<file path="src/rtl/dmem_ctrl.sv">
// Data-memory access controller: round-robin arbitration of two requesters, RV32I sub-word
// load extension and registered read-modify-write for byte/halfword stores.
module dmem_ctrl #(
  parameter int unsigned AW = 16,
  parameter int unsigned DW = 32
) (
  input  logic          clk_i,
  input  logic          rst_i,
  input  logic          req0_i,
  input  logic          req1_i,
  input  logic          we0_i,
  input  logic          we1_i,
  input  logic [AW+1:0] addr0_i,
  input  logic [AW+1:0] addr1_i,
  input  logic [2:0]    f3_0_i,
  input  logic [2:0]    f3_1_i,
  input  logic [DW-1:0] wdata0_i,
  input  logic [DW-1:0] wdata1_i,
  output logic          ack0_o,
  output logic          ack1_o,
  output logic          err0_o,
  output logic          err1_o,
  output logic [DW-1:0] rdata_o,
  output logic          mem_w_en_o,
  output logic [AW-1:0] mem_addr_o,
  output logic [DW-1:0] mem_din_o,
  input  logic [DW-1:0] mem_dout_i
);

  typedef enum logic [2:0] {StIdle, StAcc, StRd, StWr, StDone} state_e;

  state_e        state_q, state_d;
  logic          ptr_q, ptr_d, gnt_q, gnt_d;
  logic          we_q, we_d, err_q, err_d;
  logic [AW+1:0] addr_q, addr_d;
  logic [2:0]    f3_q, f3_d;
  logic [DW-1:0] wdata_q, wdata_d, old_q, old_d, rdata_q, rdata_d;
  logic [AW-1:0] mem_addr_q, mem_addr_d;
  logic [DW-1:0] mem_din_q, mem_din_d;

  logic          sel, s_we, s_unsup, s_mis;
  logic [AW+1:0] s_addr;
  logic [2:0]    s_f3;
  logic [DW-1:0] shifted, load_val, merged;
  logic [7:0]    ld_b;
  logic [15:0]   ld_h;

  // Single requester wins outright; the pointer only breaks ties.
  assign sel    = (req0_i & req1_i) ? ptr_q : req1_i;
  assign s_we   = sel ? we1_i : we0_i;
  assign s_addr = sel ? addr1_i : addr0_i;
  assign s_f3   = sel ? f3_1_i : f3_0_i;

  assign s_unsup = (s_f3 == 3'b011) || (s_f3 == 3'b110) || (s_f3 == 3'b111);
  assign s_mis   = ((s_f3[1:0] == 2'b01) && s_addr[0]) ||
                   ((s_f3 == 3'b010) && (s_addr[1:0] != 2'b00));

  assign shifted = mem_dout_i >> {addr_q[1:0], 3'b000};
  assign ld_b    = shifted[7:0];
  assign ld_h    = addr_q[1] ? mem_dout_i[31:16] : mem_dout_i[15:0];

  always_comb begin
    load_val = mem_dout_i;
    unique case (f3_q)
      3'b000:  load_val = {{24{ld_b[7]}}, ld_b};
      3'b100:  load_val = {24'h0, ld_b};
      3'b001:  load_val = {{16{ld_h[15]}}, ld_h};
      3'b101:  load_val = {16'h0, ld_h};
      default: load_val = mem_dout_i;
    endcase
  end

  always_comb begin
    merged = old_q;
    if (f3_q[0] == 1'b0) begin
      merged[{addr_q[1:0], 3'b000} +: 8] = wdata_q[7:0];
    end else begin
      merged[{addr_q[1], 4'b0000} +: 16] = wdata_q[15:0];
    end
  end

  always_comb begin
    state_d    = state_q;
    ptr_d      = ptr_q;
    gnt_d      = gnt_q;
    we_d       = we_q;
    err_d      = err_q;
    addr_d     = addr_q;
    f3_d       = f3_q;
    wdata_d    = wdata_q;
    old_d      = old_q;
    rdata_d    = rdata_q;
    mem_addr_d = mem_addr_q;
    mem_din_d  = mem_din_q;
    mem_w_en_o = 1'b0;
    ack0_o     = 1'b0;
    ack1_o     = 1'b0;
    err0_o     = 1'b0;
    err1_o     = 1'b0;
    unique case (state_q)
      StIdle: begin
        if (req0_i || req1_i) begin
          gnt_d   = sel;
          ptr_d   = ~sel;
          we_d    = s_we;
          addr_d  = s_addr;
          f3_d    = s_f3;
          wdata_d = sel ? wdata1_i : wdata0_i;
          err_d   = s_unsup || s_mis;
          if (s_unsup || s_mis)            state_d = StDone;
          else if (!s_we || s_f3 == 3'b010) state_d = StAcc;
          else                              state_d = StRd;
        end
      end
      StAcc: begin
        mem_addr_d = addr_q[AW+1:2];
        if (we_q) begin
          mem_w_en_o = 1'b1;
          mem_din_d  = wdata_q;
        end else begin
          rdata_d = load_val;
        end
        state_d = StDone;
      end
      StRd: begin
        mem_addr_d = addr_q[AW+1:2];
        old_d      = mem_dout_i;
        state_d    = StWr;
      end
      StWr: begin
        mem_addr_d = addr_q[AW+1:2];
        mem_w_en_o = 1'b1;
        mem_din_d  = merged;
        state_d    = StDone;
      end
      StDone: begin
        ack0_o  = ~gnt_q;
        ack1_o  = gnt_q;
        err0_o  = ~gnt_q & err_q;
        err1_o  = gnt_q & err_q;
        state_d = StIdle;
      end
      default: state_d = StIdle;
    endcase
  end

  // Address/data lines follow the active state and hold their last value otherwise.
  assign mem_addr_o = mem_addr_d;
  assign mem_din_o  = mem_din_d;
  assign rdata_o    = rdata_q;

  always_ff @(posedge clk_i or posedge rst_i) begin
    if (rst_i) begin
      state_q    <= StIdle;
      ptr_q      <= 1'b0;
      gnt_q      <= 1'b0;
      we_q       <= 1'b0;
      err_q      <= 1'b0;
      addr_q     <= '0;
      f3_q       <= '0;
      wdata_q    <= '0;
      old_q      <= '0;
      rdata_q    <= '0;
      mem_addr_q <= '0;
      mem_din_q  <= '0;
    end else begin
      state_q    <= state_d;
      ptr_q      <= ptr_d;
      gnt_q      <= gnt_d;
      we_q       <= we_d;
      err_q      <= err_d;
      addr_q     <= addr_d;
      f3_q       <= f3_d;
      wdata_q    <= wdata_d;
      old_q      <= old_d;
      rdata_q    <= rdata_d;
      mem_addr_q <= mem_addr_d;
      mem_din_q  <= mem_din_d;
    end
  end

endmodule

</file>
<file path="config.mk">
export PLATFORM = sky130hd
export DESIGN_NAME = dmem_ctrl
export DESIGN_NICKNAME = d
export VERILOG_FILES = /design/src/rtl/dmem_ctrl.sv
export SDC_FILE = /design/constraint.sdc
export NUM_CORES = 1
export LEC_CHECK = 0
export BUFFER_PORTS_ARGS = -buffer_cell sky130_fd_sc_hd__buf_4
export CORE_MARGIN = 2
export CORE_UTILIZATION = 50
export DETAILED_ROUTE_END_ITERATION = 10
export PLACE_DENSITY_LB_ADDON = 0.3
export SYNTH_ARGS = -nofsm -noshare
export SYNTH_HDL_FRONTEND = slang
export SYNTH_SLANG_ARGS = --single-unit
export TNS_END_PERCENT = 100
</file>
<file path="constraint.sdc">
create_clock -name clk_i -period 9.1 [get_ports clk_i]
set_input_delay 0 -clock clk_i [delete_from_list [all_inputs] [get_ports clk_i]]
set_output_delay 0 -clock clk_i [all_outputs]
set_load 0.1 [all_outputs]
</file>
---- Yosys cells after proc, flatten, opt, wreduce, memory -nomap -nowiden ----
Cells that the tools add are included.
W data, S select, Z words.
operators by class
  shift operators ......................... 5
  eq/ne operators ......................... 13
  bitwise gates (word level) .............. 6
  muxes and demuxes ....................... 23
  add/subtract/negate cells ............... 2
  reductions and logical operators ........ 16
operator list
  kind                       count
  $pmux W32 S4               1
  $mux W32                   3
  $bwmux W32                 2
  $pmux W32 S2               1
  $mux W16                   2
  $shift A16 B7 Y32 const A  1
  $shift A8 B7 Y32 const A   1
  $shiftx A16 B7 Y32         1
  $shiftx A8 B7 Y32          1
  $shr A32 B5 Y8             1
  $mux W18                   1
  $eq A3 B3 Y1 const B       5
  $neg A5 Y7                 2
  $eq A3 B2 Y1 const B       4
  $mux W3                    3
  $pmux W3 S3                1
  $mux W1                    7
  $eq A3 B1 Y1 const B       2
  $logic_not A3 Y1           2
  $logic_or A1 B1 Y1         6
  $reduce_and A2 Y1          2
  $and A1 B1 Y1              3
  $not A1 Y1                 3
  $reduce_or A3 Y1           1
  8 further kinds            9
storage, ports and cells
  input bits .............................. 144
  bits in registers ....................... 172

---- Logic depth before layout (Yosys ltp) ----
  depth in word-level cells ............... 10
  mapped depth ............................ 9
  depth with buffers taken out ............ 7

---- Worst setup path after synthesis ----
Ideal clock, no wire load.
  kind .................................... register to register
  from .................................... register addr_q[1]
  to ...................................... register mem_din_q[11]
  path slack .............................. 4.856 ns
  arrival time ............................ 3.891 ns
  data required time ...................... 8.747 ns
  stages on the path, launching flop included .. 8
  period minus slack after synthesis ...... 4.244 ns
  cell sequence ........................... dfrtp_1 > buf_4 > inv_1 > ha_1 > nand3b_1 > nor3b_1 > a22oi_1 > o21ai_0
on the way
  word-level cells in the longest chain between the ends .. 5
  elaborated cells between the ends (all ways) .. 10
RTL lines
  item                                        line    text
  start, declared                             35      logic [AW+1:0] addr_q, addr_d;
  start signal, assigned                      172     addr_q <= addr_d;
  $neg A5 Y7, on equally long branches        78, 76
  $shiftx A16 B7 Y32 (tied with other cells)  78      merged[{addr_q[1], 4'b0000} +: 16] = wdata_q[15:0];
  $bwmux W32, on equally long branches        78, 76
  $mux W32 *                                  75      if (f3_q[0] == 1'b0) begin
  $pmux W32 S2 *                              100     unique case (state_q)
  via mem_din_o[11]                           26      output logic [DW-1:0] mem_din_o,
  end signal, assigned                        178     mem_din_q <= mem_din_d;
  end, declared                               39      logic [DW-1:0] mem_din_q, mem_din_d;
Mark *: on every way through the listed nets, which the timed path passes. The rest lies on a longest branch.
A chain may end at the register's enable or synchronous reset.

---- Worst setup path in the final report ----
  from .................................... register addr_q[1]
  to ...................................... output port mem_din_o[27]
on the way
  word-level cells in the longest chain between the ends .. 5
  elaborated cells between the ends (all ways) .. 10
RTL lines
  item                                        line
  $neg A5 Y7, on equally long branches        78, 76
  $shiftx A16 B7 Y32 (tied with other cells)  78
  $bwmux W32, on equally long branches        78, 76
  $mux W32 *                                  75
  $pmux W32 S2 *                              100
  end, declared                               26
Every way passes the cells marked *; elsewhere a longest branch is shown, timed or not.

==> results.yml <==
global_route:
  global_route.usage.met3_pct: 6.76
  globalRouteMet2Util_pct: 52.8
  globalRoute.busiestLayer: "met2"
  groute.usage.overall_pct: 32.2
  maximum_number_of_pins_on_one_net_before_global_route_repair: 91
  global_route_wire_length_before_repair_um: 45000
  met1_usage_pct: 42.8
  grt_overflow: 0
  antenna_violations_before_repair: 0
  first_global_vias: 8166
cells_and_area:
  number_of_non_filler_instances_in_the_completed_layout: 1345
  layout.cells.most_common_list: "237 x buf_4, 172 x dfrtp_1, 145 x dlygate4sd3_1"
  num-fill-cells: 1159
  num-nets-final: 1261
  diodes_inserted: 0
  layout_commonest_cell: "buf_4"
  drive_above_1_share_pct: 31.0
  finalCoreUtilization_pct: 73.8
  area_growth_pct: 44.8
logic_synthesis:
  synth-seq-cells: 172
  most_instantiated_flip_flop_cell_in_the_synthesis_netlist: "dfrtp_1"
  netlist_top_cells_area: "dfrtp_1 51%, a221o_1 7.6%, mux2_2 7.5%"
  syn_area_per_cell_um2: 10.9
  synth_top_area_share_pct: 50.9
  synth_fp_nets: 922
  synth-edff-count: 0
  synth_cell_type_count: 49
  synth_top_area_cell: "dfrtp_1"
  synth_seq_area_share_pct: 50.9
  async_reset_ff_share_pct: 100
  post_synth_instance_area_um2: 8450
  yosysWarnings: 0
  synthCells: 773
floorplanning:
  placement_rows: 47
  floorplan.die.height_um: 134
  io_pins: 229
  design.die.area_um2: 18000
  floorplan.initialDensity_pct: 51.0
  floorplan.core_area_um2: 16600
  chipWidth_um: 134
detailed_routing:
  ant_nets: 0
  drc: 0
  postRouteWirelength_um: 28800
  first_iter_violations: 813
  firstDrtPassIters: 7
  wl_per_cell_um: 21.4
  vias: 8199
  vias_per_std_cell: 6.10
clock_network:
  clk_transition_reported_paths_ps: 70
  root_cell_of_the_clock_tree: "clkbuf_16"
  cts_post_setup_buffers_inserted: 0
  clock_latency_ps: 440
  cts_hold_buf: 145
  cts_made_buffers: 17
  clock_tree.htree_level_count: 4
  tritoncts_clock_tree: "built"
  clk_path_buf_depth: 2
  ctsResizeCount: 0
  clkSinkCount: 172
setup_path:
  crit_fanout: 33
  timing_worst_setup_path_type: "reg -> out"
  cpPeakStageDelay_ps: 980
  cp-start-kind: "flip-flop"
  critical_path_required_ps: 9100
  timing.critical_path.mode_cell: "buf_4"
  crit_path_top_delay_cell: "nor4bb_1"
  worstPathArrival_ps: 3770
  cp-end-kind: "output port"
  crit_chain: "buf_4, inv_1, ha_1, nor4bb_1, a221oi_1, a211oi_1, a21oi_1, o21ai_0, buf_4"
  timing.critical_path.buf_inv: 3
  worst_path_dominant_cell_family: "simple AND/OR/NAND/NOR gates"
sta:
  post-route-worst-setup-slack_ps: 5330
  period_minus_slack_ps: 3770
  timing_worst_slew_pin_value_ps: 1230
  timing.setup.tns_ps: 0
  clock.fmax_mhz: 265
  max-slew-margin-rel_pct: 18.1
  drv_slew: 0
  final_min_period_over_clock_period_pct: 41.4
  finalHoldViolCount: 0
  clock_skew_ps: 10.3
  setup_viol_count_final: 0
  unrepaired_setup_endpoints_after_global_routing: "no"
place:
  dp_hpwl_um: 17900
  place_inst: 1168
  post-place-ws_ps: 5850
  gpl.final_weighted_congestion: 0.925
  portBuffers: 228
job:
  max_capacitance_violation_total: 0
hold_path:
  worstHoldPathType: "in -> reg"
outcome:
  status: "completed"
-- area by class of cell --
| type | instances | area [um^2] | share of cell area (%) |
|---|---|---|---|
| Sequential cell | 172 | 4300 | 35.1 |
| Multi-Input combinational cell | 525 | 3790 | 30.9 |
| Timing Repair Buffer | 382 | 3230 | 26.4 |
| Clock buffer | 18 | 439 | 3.59 |
| Tap cell | 220 | 275 | 2.25 |
| Clock inverter | 14 | 153 | 1.25 |
| Inverter | 14 | 57.6 | 0.470 |
-- cell usage after synthesis (6+ instances only) --
| master | n |
|---|---|
| and3_1 | 50 |
| buf_4 | 8 |
| buf_6 | 7 |
| a211oi_1 | 6 |
| buf_2 | 12 |
| mux2i_1 | 20 |
| a22oi_1 | 18 |
| a21oi_2 | 10 |
| o22ai_1 | 11 |
| a221oi_1 | 14 |
| a222oi_1 | 7 |
| a21oi_1 | 41 |
| nor2b_1 | 18 |
| o21ai_0 | 45 |
| a221o_1 | 64 |
| nor2_1 | 51 |
| mux2_2 | 56 |
| dfrtp_1 | 172 |
| o22a_1 | 8 |
| clkbuf_1 | 32 |
| nand2_1 | 42 |
| a31oi_1 | 12 |
| inv_1 | 14 |
-- per-layer routing --
layer,routed length (um),share of wire [%],up-vias
li1,-,-,3623
met1,11700,41,4100
met2,14000,49,400
met3,2200,7.6,76
met4,902,3.1,0
met5,0,0,-
-- final timing paths --
path,from,endpoint,slack [ps],depth (start not counted)
hold reg to reg,rdata_o[8]$_DFFE_PP0P_,rdata_o[8]$_DFFE_PP0P_,490,2
hold / removal,we0_i,state_q[0]$_DFFE_PP0P_,80,4
setup reg to reg,state_q[2]$_DFFE_PP0P_,wdata_q[8]$_DFFE_PP0P_,5370,5
max in group asynchronous,rst_i,mem_din_q[22]$_DFF_PP0_,7240,4
setup / recovery,addr_q[1]$_DFFE_PP0P_,mem_din_o[27],5330,9
min in group asynchronous,rst_i,addr_q[0]$_DFFE_PP0P_,270,3
-- per-stage QoR --
step	hold WS, ps	instance area, um^2
2_1_floorplan	117	8450
3_3_place_gp	212	10200
3_5_place_dp	213	10200
4_1_cts	76.1	12200
5_1_grt	82.5	12200
6_report	79.0	12200
-- flip-flops by register name, summed over array words and instances, names as in the netlist, 3 cells and up --
register / cells
wdata_q: 32
addr_q: 18
f3_q: 3
state_q: 3
mem_din_q: 32
old_q: 32
mem_addr_q: 16
rdata_o: 32
-- worst min-delay path, stage by stage --
cell and delay (ps):
buf_4 110, o31ai_1 50, mux2_2 170, a31o_2 150
-- kinds of logic (layout without fill, tap and decap cells) --
family	after synthesis	count (layout)	synth area share (%)
AO/OA/AOI/OAI	248	248	21.7
adder cells (fa/ha/maj)	5	5	0.740
AND/OR/NAND/NOR	195	195	12.0
flip-flops	172	172	50.9
buffers and inverters	76	428	4.53
multiplexers	77	77	10.1
Power is left out: the tool's default activity adds up to more than one toggle a clock period on the data nets, which glitch-free logic cannot reach.
